==> config.mk <==
export PLATFORM = sky130hd
export DESIGN_NAME = uart_tx_fifo
export DESIGN_NICKNAME = d
export VERILOG_FILES = /design/src/rtl/uart_tx_fifo.sv
export SDC_FILE = /design/constraint.sdc
export NUM_CORES = 1
export LEC_CHECK = 0
export ABC_AREA = 1
export BUFFER_PORTS_ARGS = -buffer_cell sky130_fd_sc_hd__buf_2
export CAP_MARGIN = 20
export CORE_MARGIN = 3
export CORE_UTILIZATION = 60
export CTS_CLUSTER_SIZE = 28
export DETAILED_ROUTE_END_ITERATION = 8
export GPL_TIMING_DRIVEN = 0
export MAX_ROUTING_LAYER = met4
export PLACE_DENSITY = 0.75
export REMOVE_ABC_BUFFERS = 1
export SLEW_MARGIN = 20
export SYNTH_ARGS = -nofsm -noshare
export SYNTH_HDL_FRONTEND = slang
export SYNTH_SLANG_ARGS = --single-unit
==> constraint.sdc <==
create_clock -name clk_25mhz -period 4.7 [get_ports clk_25mhz]
set_clock_uncertainty 0.05 [all_clocks]
set_input_delay 1.175 -clock clk_25mhz [delete_from_list [all_inputs] [get_ports clk_25mhz]]
set_output_delay 1.175 -clock clk_25mhz [all_outputs]
set_load 0.01 [all_outputs]
==> src/rtl/uart_tx_fifo.sv <==
// UART transmitter fed by an internal FIFO; queued words are sent back-to-back on tx.
// Defining UART_TX_PARITY_EN adds a parity bit after the data bits.
module uart_tx_fifo #(
    parameter int CLK_HZ     = 25000000,
    parameter int BAUD       = 115200,
    parameter int DATA_BITS  = 8,
    parameter int STOP_BITS  = 1,
    parameter int FIFO_DEPTH = 16
) (
    input  logic                            clk_25mhz,
    input  logic                            resetn,
    input  logic [DATA_BITS-1:0]            data,
    input  logic                            wr_en,
    input  logic                            parity_odd,
    output logic                            full,
    output logic                            empty,
    output logic [$clog2(FIFO_DEPTH+1)-1:0] fifo_count,
    output logic                            overflow,
    output logic                            busy,
    output logic                            tx
);
    localparam int DIV = (CLK_HZ + BAUD / 2) / BAUD;
    localparam int PW  = $clog2(FIFO_DEPTH);
    localparam int CW  = $clog2(FIFO_DEPTH + 1);
    localparam int DW  = (DIV > 2) ? $clog2(DIV) : 1;
    localparam int BW  = $clog2(DATA_BITS);
`ifdef UART_TX_PARITY_EN
    localparam int EW  = DATA_BITS + 1;
`else
    localparam int EW  = DATA_BITS;
`endif

    generate
        if (DIV < 2) begin : g_bad_div
            $error("uart_tx_fifo: baud divisor must be at least 2");
        end
        if (DATA_BITS < 5 || DATA_BITS > 9) begin : g_bad_data_bits
            $error("uart_tx_fifo: DATA_BITS must be 5..9");
        end
        if (STOP_BITS < 1 || STOP_BITS > 2) begin : g_bad_stop_bits
            $error("uart_tx_fifo: STOP_BITS must be 1 or 2");
        end
        if (FIFO_DEPTH < 2 || (FIFO_DEPTH & (FIFO_DEPTH - 1)) != 0) begin : g_bad_depth
            $error("uart_tx_fifo: FIFO_DEPTH must be a power of 2, at least 2");
        end
    endgenerate

    typedef enum logic [2:0] {
        IDLE,
        START,
        DATA,
`ifdef UART_TX_PARITY_EN
        PARITY,
`endif
        STOP
    } state_t;

    state_t               state;
    logic [EW-1:0]        mem [FIFO_DEPTH];
    logic [PW-1:0]        wr_ptr;
    logic [PW-1:0]        rd_ptr;
    logic [EW-1:0]        wr_entry;
    logic [EW-1:0]        head;
    logic [DATA_BITS-1:0] shreg;
    logic [DW-1:0]        baud_cnt;
    logic [BW-1:0]        bit_cnt;
    logic                 stop_cnt;
    logic                 baud_done;
    logic                 pop;
    logic                 wr_accept;
`ifdef UART_TX_PARITY_EN
    logic                 par_bit;

    // Each entry carries its own parity sense so consecutive words can differ.
    assign wr_entry = {parity_odd, data};
`else
    logic                 unused_parity_odd;

    assign wr_entry          = data;
    assign unused_parity_odd = parity_odd;
`endif

    assign head      = mem[rd_ptr];
    assign empty     = (fifo_count == '0);
    assign full      = (fifo_count == CW'(FIFO_DEPTH));
    assign busy      = (state != IDLE) || !empty;
    assign baud_done = (baud_cnt == DW'(DIV - 1));
    assign pop       = !empty && ((state == IDLE) ||
                       (state == STOP && baud_done && stop_cnt == 1'(STOP_BITS - 1)));
    assign wr_accept = wr_en && (!full || pop);

    always_ff @(posedge clk_25mhz) begin
        if (wr_accept) begin
            mem[wr_ptr] <= wr_entry;
        end
    end

    always_ff @(posedge clk_25mhz or negedge resetn) begin
        if (!resetn) begin
            wr_ptr     <= '0;
            rd_ptr     <= '0;
            fifo_count <= '0;
            overflow   <= 1'b0;
        end else begin
            if (wr_accept) begin
                wr_ptr <= wr_ptr + PW'(1);
            end
            if (pop) begin
                rd_ptr <= rd_ptr + PW'(1);
            end
            if (wr_accept && !pop) begin
                fifo_count <= fifo_count + CW'(1);
            end else if (pop && !wr_accept) begin
                fifo_count <= fifo_count - CW'(1);
            end
            if (wr_en && !wr_accept) begin
                overflow <= 1'b1;
            end
        end
    end

    // A pop only happens from IDLE or at the end of the last stop bit, so it
    // is handled ahead of the per-state logic and always starts a new frame.
    always_ff @(posedge clk_25mhz or negedge resetn) begin
        if (!resetn) begin
            state    <= IDLE;
            tx       <= 1'b1;
            shreg    <= '0;
            baud_cnt <= '0;
            bit_cnt  <= '0;
            stop_cnt <= 1'b0;
`ifdef UART_TX_PARITY_EN
            par_bit  <= 1'b0;
`endif
        end else if (pop) begin
            state    <= START;
            tx       <= 1'b0;
            shreg    <= head[DATA_BITS-1:0];
            baud_cnt <= '0;
`ifdef UART_TX_PARITY_EN
            par_bit  <= ^head;
`endif
        end else begin
            case (state)
                IDLE: begin
                    tx       <= 1'b1;
                    baud_cnt <= '0;
                end
                START: begin
                    if (baud_done) begin
                        state    <= DATA;
                        tx       <= shreg[0];
                        baud_cnt <= '0;
                        bit_cnt  <= '0;
                    end else begin
                        baud_cnt <= baud_cnt + DW'(1);
                    end
                end
                DATA: begin
                    if (baud_done) begin
                        baud_cnt <= '0;
                        if (bit_cnt == BW'(DATA_BITS - 1)) begin
`ifdef UART_TX_PARITY_EN
                            state    <= PARITY;
                            tx       <= par_bit;
`else
                            state    <= STOP;
                            tx       <= 1'b1;
                            stop_cnt <= 1'b0;
`endif
                        end else begin
                            shreg   <= shreg >> 1;
                            tx      <= shreg[1];
                            bit_cnt <= bit_cnt + BW'(1);
                        end
                    end else begin
                        baud_cnt <= baud_cnt + DW'(1);
                    end
                end
`ifdef UART_TX_PARITY_EN
                PARITY: begin
                    if (baud_done) begin
                        state    <= STOP;
                        tx       <= 1'b1;
                        baud_cnt <= '0;
                        stop_cnt <= 1'b0;
                    end else begin
                        baud_cnt <= baud_cnt + DW'(1);
                    end
                end
`endif
                STOP: begin
                    if (baud_done) begin
                        baud_cnt <= '0;
                        if (stop_cnt == 1'(STOP_BITS - 1)) begin
                            state <= IDLE;
                            tx    <= 1'b1;
                        end else begin
                            stop_cnt <= stop_cnt + 1'b1;
                        end
                    end else begin
                        baud_cnt <= baud_cnt + DW'(1);
                    end
                end
                default: begin
                    state <= IDLE;
                    tx    <= 1'b1;
                end
            endcase
        end
    end
endmodule

# Word level (Yosys, flattened, before mapping)
# Memories as Yosys holds them, arrays and structs flattened.
# Index checks and enable logic that the tools add are counted.
dict set report totals {
  register_bits 38
  ram_bits 128
  in_bits 12
  elab_cells 101
  n_memories 1
}
# memory words word_bits rd rd_ports_with_merged_regs wr line
set mem_list {}
lappend mem_list {mem 16 8 1 0 1 59} ;# logic [EW-1:0] mem [FIFO_DEPTH];
dict set report classes {
  addsub 7
  eq_ne 18
  n_mux 34
  bitwise 2
  n_reduce_logical 29
}
# op n
set ops {}
lappend ops {{two-way mux 8 bit} 6}
lappend ops {{two-way mux 3 bit} 9}
lappend ops {{one-hot mux 8 bit (2 select lines)} 1}
lappend ops {{!= test 3 bit, second input constant} 5}
lappend ops {{!= test 2 bit, second input constant} 7}
lappend ops {{two-way mux 1 bit} 12}
lappend ops {{one-hot mux 3 bit (4 select lines)} 1}
lappend ops {{two-way mux 5 bit} 2}
lappend ops {{AND reduction 5 bit} 2}
lappend ops {{nonzero test 2 bit} 5}
lappend ops {{adder 4 x 1 -> 4 bit, second input constant} 2}
lappend ops {{adder 8 x 1 -> 8 bit, second input constant} 1}
lappend ops {{== test 8 bit, second input constant} 1}
lappend ops {{logical AND 1 bit} 7}
lappend ops {{== test 3 x 2 -> 1 bit, second input constant} 2}
lappend ops {{one-hot mux 3 bit (2 select lines)} 1}
lappend ops {{AND reduction 6 bit} 1}
lappend ops {{nonzero test 3 bit} 2}
lappend ops {{adder 5 x 1 -> 5 bit, second input constant} 1}
lappend ops {{== test 5 bit, second input constant} 1}
lappend ops {{logical NOT 5 bit} 1}
lappend ops {{subtractor 5 x 1 -> 5 bit, second input constant} 1}
lappend ops {{logical NOT 1 bit} 4}
lappend ops {{AND reduction 4 bit} 1}
lappend ops {{other kinds (11)} 14}

# Depth between registers and ports, before layout
dict set report depth {
  depth_word 11
  depth_mapped 18
}

# Least setup slack after synthesis
# Ideal clock, no wire load.
dict set report synth_timing {
  path_kind {register -> register}
  start {register fifo_count[0]}
  end {register fifo_count[4]}
  arrival_time_ps 2439
  t_required_ps 4519
  setup_slack_ps 2080
  stages_incl_launch_ff 17
  synth_period_minus_slack_ps 2620
  cell_sequence {dfrtp_1 > nor2_1 > nand3_1 > nor2_2 > inv_1 > nand2_4 > nand2_2 > nand2_2 > inv_1 > ha_1 > inv_1 > ha_1 > a21oi_1 > nand2_1 > a21oi_1 > o21ai_0 > xor2_1}
}
dict set report synth_via {
  elab_chain_len 8
  elab_cells_between_ends 16
  cone_classes {add/sub: 2; eq/ne: 1; mux: 2; reduce/logical: 11}
}
# item line
set synth_lines {}
lappend synth_lines {{start: declaration} 17} ;# output logic [$clog2(FIFO_DEPTH+1)-1:0] fifo_count,
lappend synth_lines {{start signal: assignment} 112} ;# fifo_count <= fifo_count + CW'(1);
lappend synth_lines {{start signal: assignment} 114} ;# fifo_count <= fifo_count - CW'(1);
lappend synth_lines {{logical NOT 5 bit (*)} 84} ;# assign empty = (fifo_count == '0);
lappend synth_lines {{named net empty} 16} ;# output logic empty,
lappend synth_lines {{logical NOT 1 bit (*)} 88} ;# assign pop = !empty && ((state == IDLE) ||
lappend synth_lines {{logical AND 1 bit (*)} 88}
lappend synth_lines {{logical OR 1 bit (*)} 90} ;# assign wr_accept = wr_en && (!full || pop);
lappend synth_lines {{logical AND 1 bit (*)} 90}
lappend synth_lines {{named net wr_accept} 70} ;# logic wr_accept;
lappend synth_lines {{logical NOT 1 bit} 113} ;# end else if (pop && !wr_accept) begin
lappend synth_lines {{logical AND 1 bit} 113}
lappend synth_lines {{nonzero test 2 bit (no line)} --}
# Mark *: on every way through the listed nets, which the timed path passes. The rest lies on a longest branch. The select of a mux whose other input is x is not followed.
# A chain may end at the register's enable or synchronous reset.

# Final worst setup path
dict set report layout_timing {
  start {register fifo_count[0]}
  end {register fifo_count[4]}
}
dict set report layout_via {
  elab_chain_len 8
  elab_cells_between_ends 16
  cone_classes {add/sub: 2; eq/ne: 1; mux: 2; reduce/logical: 11}
}
# item line
set layout_lines {}
lappend layout_lines {{logical NOT 5 bit} 84}
lappend layout_lines {{logical NOT 1 bit} 88}
lappend layout_lines {{logical AND 1 bit} 88}
lappend layout_lines {{logical OR 1 bit (*)} 90}
lappend layout_lines {{logical AND 1 bit (*)} 90}
lappend layout_lines {{named net wr_accept} 70}
lappend layout_lines {{logical NOT 1 bit} 113}
lappend layout_lines {{logical AND 1 bit} 113}
lappend layout_lines {{nonzero test 2 bit (no line)} --}
# Marks and branches as above.

==> qor.log <==
[placed_design] post-detailed-placement half-perimeter wirelength 9.72 mm
[worst_setup_path] Data arrival, critical path 3.88 ns
[status] status finished, final reports clean
[worst_setup_path] standard cell with the maximum stage delay on the critical path sky130_fd_sc_hd__dfrtp_1
[clock_tree] total clock sinks 164
[worst_setup_path] setup slack of the worst register-to-register path 1.07 ns
[job] max-capacitance violation count 0
[logic_synthesis] Post-synth EDFFs 128
[finish] n_diodes 0
[worst_setup_path] critical path endpoint category register
[logic_synthesis] most instantiated flip-flop cell in the synthesis netlist sky130_fd_sc_hd__edfxtp_1
[clock_tree] post-cts repair resize count 0
[clock_tree] post-cts hold buffer count 0
[placed_design] Cells after DPL 930
[routing] 1st-iter DRT viols 566
[finish] most common cell after layout, fill and taps aside sky130_fd_sc_hd__nand2_1
[die] row count 40
[die] die extent in y 118 um
[worst_setup_path] terminus of the critical flop-to-flop path fifo_count[4]
[timing] transition time at the pin with the least slew margin 0.884 ns
[global_route] number of global-route vias before repair 5148
[placed_design] routability congestion estimate 0.834
[global_route] number of antenna violations at the first check in global routing 0
[worst_setup_path] slowest stage delay, CP 0.45 ns
[power] Leakage 3.57 nW
[routing] 1st-pass router iterations 5
[placed_design] number of I/O port buffers 20
[worst_setup_path] crit path launch type register
[logic_synthesis] Syn Std Cell Area 7560 sq um
[finish] highest-count cells in the layout ignoring fill and taps sky130_fd_sc_hd__nand2_1, sky130_fd_sc_hd__edfxtp_1, sky130_fd_sc_hd__nand3_1, sky130_fd_sc_hd__inv_1, sky130_fd_sc_hd__dfrtp_1
[die] count of pins on the block boundary 22
[routing] number of remaining DRC errors 0
[routing] routed length per placed instance 16.5 um
[finish] share of post-route cells with drive strength above 1 10.8%
[finish] final-layout fill cell count 871
[global_route] wire length of the first global-routing pass 25.6 mm
[hold_path] type of the tightest min-delay check register to register
[finish] layout overhead on the synthesized area 11.7%
[logic_synthesis] Synth Warn # 0
[timing] final-report max-slew violation count 0
[finish] Post-Layout Inst Area 8450 sq um
[logic_synthesis] sequential share of the synthesized area 62.8%
[clock_tree] deepest level of the CTS H-tree 4
[timing] worst slew margin relative to its limit 40.8%
[die] area inside the core boundary 12200 sq um
[worst_setup_path] logic depth of the worst register-to-register path 16
[power] Power Density 432 nW/um^2
[power] total power 3.65 mW
[clock_tree] clock root cell sky130_fd_sc_hd__clkbuf_16
[routing] final wirelength 15.9 mm
[logic_synthesis] number of storage elements in the synthesis netlist 164
[global_route] grt total ovfl 0
[timing] Final setup violation count 0
[power] VDD IR max 0.408 mV
[clock_tree] TritonCTS clock tree done
[timing] part of the cycle the worst path needs 77.2%
[routing] count of nets left with antenna violations after detail routing 0
[clock_tree] Skew-Pair Late Insertion Delay 0.42 ns
[global_route] maximum number of pins on one net before global-route repair 68
[worst_setup_path] last element of the critical path fifo_count[4]
[worst_setup_path] required time of the critical path 4.95 ns
[worst_setup_path] worst setup path category register to register
[logic_synthesis] ys async rst share 22.0%
[routing] average via count per standard cell 5.46
[clock_tree] buffer depth of the longest clock path 2
[worst_setup_path] worst setup path startpoint fifo_count[0]
[die] width of the die 118 um
[placed_design] DP Area 7830 sq um
[timing] maximum frequency from static timing analysis 276 MHz
[worst_setup_path] RR Startpoint fifo_count[0]
[timing] fin worst setup slack 1.07 ns
[logic_synthesis] count of distinct cell types in the synthesized netlist 33
[placed_design] Place WS 1.28 ns
[finish] Post-Layout Cell Count 962
[clock_tree] count of buffers added by post-CTS timing repair for setup 0
[timing] Period minus WS final 3.63 ns
[die] area of the die 14000 sq um
[finish] fin nets 812
[timing] Final Hold Fails 0
[worst_setup_path] Worst path most repeated cell sky130_fd_sc_hd__inv_1
[clock_tree] total clock buffers created by CTS 17
[die] effective utilization at floorplan 62.2%
[logic_synthesis] Avg Inst Size Synth 9.81 sq um
[logic_synthesis] gate count after technology mapping 771
[worst_setup_path] largest fanout of any net on the critical path 26
[timing] setup repair after global routing missed its margin no
[routing] count of vias placed by the detailed router 5256
[worst_setup_path] cells traversed along the worst timing path nor2_1 -> nand3_1 -> nor2_2 -> inv_1 -> nand2_4 -> nand2_2 -> nand2_2 -> inv_1 -> ha_1 -> inv_1 -> ha_1 -> nand3_1 -> nand2_1 -> a21oi_1 -> o21ai_0 -> xor2_1
[clock_tree] clock-pin transition on the worst setup and hold timing paths 0.06 ns
[global_route] global routing usage summed across all routing layers 24.3%
Yosys cell counts (all sizes together), types with 2 or more instances:
master | number | area share (%)
nand2 | 260 | 13
edfxtp | 128 | 51
nand3 | 111 | 7.5
inv | 98 | 4.9
dfrtp | 35 | 12
o21ai | 29 | 1.9
buf | 23 | 1.6
ha | 18 | 3.0
nor3 | 16 | 1.1
nor2 | 12 | 0.66
a21oi | 8 | 0.58
clkbuf | 7 | 0.35
nand4 | 7 | 0.58
xor2 | 7 | 0.81
clkinv | 2 | 0.099
or2 | 2 | 0.17
xnor2 | 2 | 0.23
kinds of logic (layout without fill, tap and decap cells):
family                   after synthesis  in the layout  synth area share, %
AND/OR/NAND/NOR                      409            409                 23.2
flip-flops                           164            164                 62.8
buffers and inverters                130            153                 6.95
AO/OA/AOI/OAI                         40             40                 2.83
adder cells (fa/ha/maj)               19             19                 3.24
XOR/XNOR                               9              9                 1.04
worst max-delay path, delay by kind of cell (launching register included):
family                   cells  cell delay [ns]
AND/OR/NAND/NOR              8             1.49
adder cells (fa/ha/maj)      2             0.58
buffers and inverters        3             0.49
flip-flops                   1             0.45
AO/OA/AOI/OAI                2             0.25
XOR/XNOR                     1             0.16
stage by stage:
stage / setup TNS, ns / utilization, % / hold slack [ns]
finish: 0 / 69.4 / 0.425
global route: 0 / 69.4 / 0.454
CTS: 0 / 69.4 / 0.432
detailed placement: 0 / 64.4 / 0.416
global placement: -1.40 / 63.5 / 0.396
floorplan: 0 / - / 0.392
layout make-up:
class / count / area [sq um] / share of cell area [%]
Clock inverter: 15 / 183 / 2.16
Timing Repair Buffer: 21 / 128 / 1.51
Multi-Input combinational cell: 477 / 2370 / 28.1
Clock buffer: 17 / 425 / 5.04
Inverter: 100 / 378 / 4.47
Sequential cell: 164 / 4750 / 56.3
Tap cell: 168 / 210 / 2.49
layer usage:
metal  GRT usage [%]  routed length (um)  vias up
met3            5.36                1150       37
met1            30.7                6560     2463
li1                -                   -     2555
met4            9.30                 403        0
met2            38.7                7790      201
met5               -                   0        -
flip-flops by register name (all words and copies together), names as in the netlist:
register and flops:
wr_ptr 4, tx 1, bit_cnt 3, state 2, rd_ptr 4, overflow 1
mem 128, baud_cnt 8, shreg 8, fifo_count 5
worst min-delay path by stage:
stage                        start        to  cells after the start
after global placement    overflow  overflow                      1
after global routing      overflow  overflow                      1
after CTS                 shreg[7]  shreg[7]                      2
after detailed placement  shreg[7]  shreg[7]                      2
after floorplan           shreg[7]  shreg[7]                      2
final                     overflow  overflow                      1
power breakdown:
group          internal (mW)  leakage, nW  switching (mW)
clock network          0.839        0.287           0.572
logic                  0.139         1.69           0.331
registers               1.71         1.60          0.0663
Power figures use the tool's default switching activity.
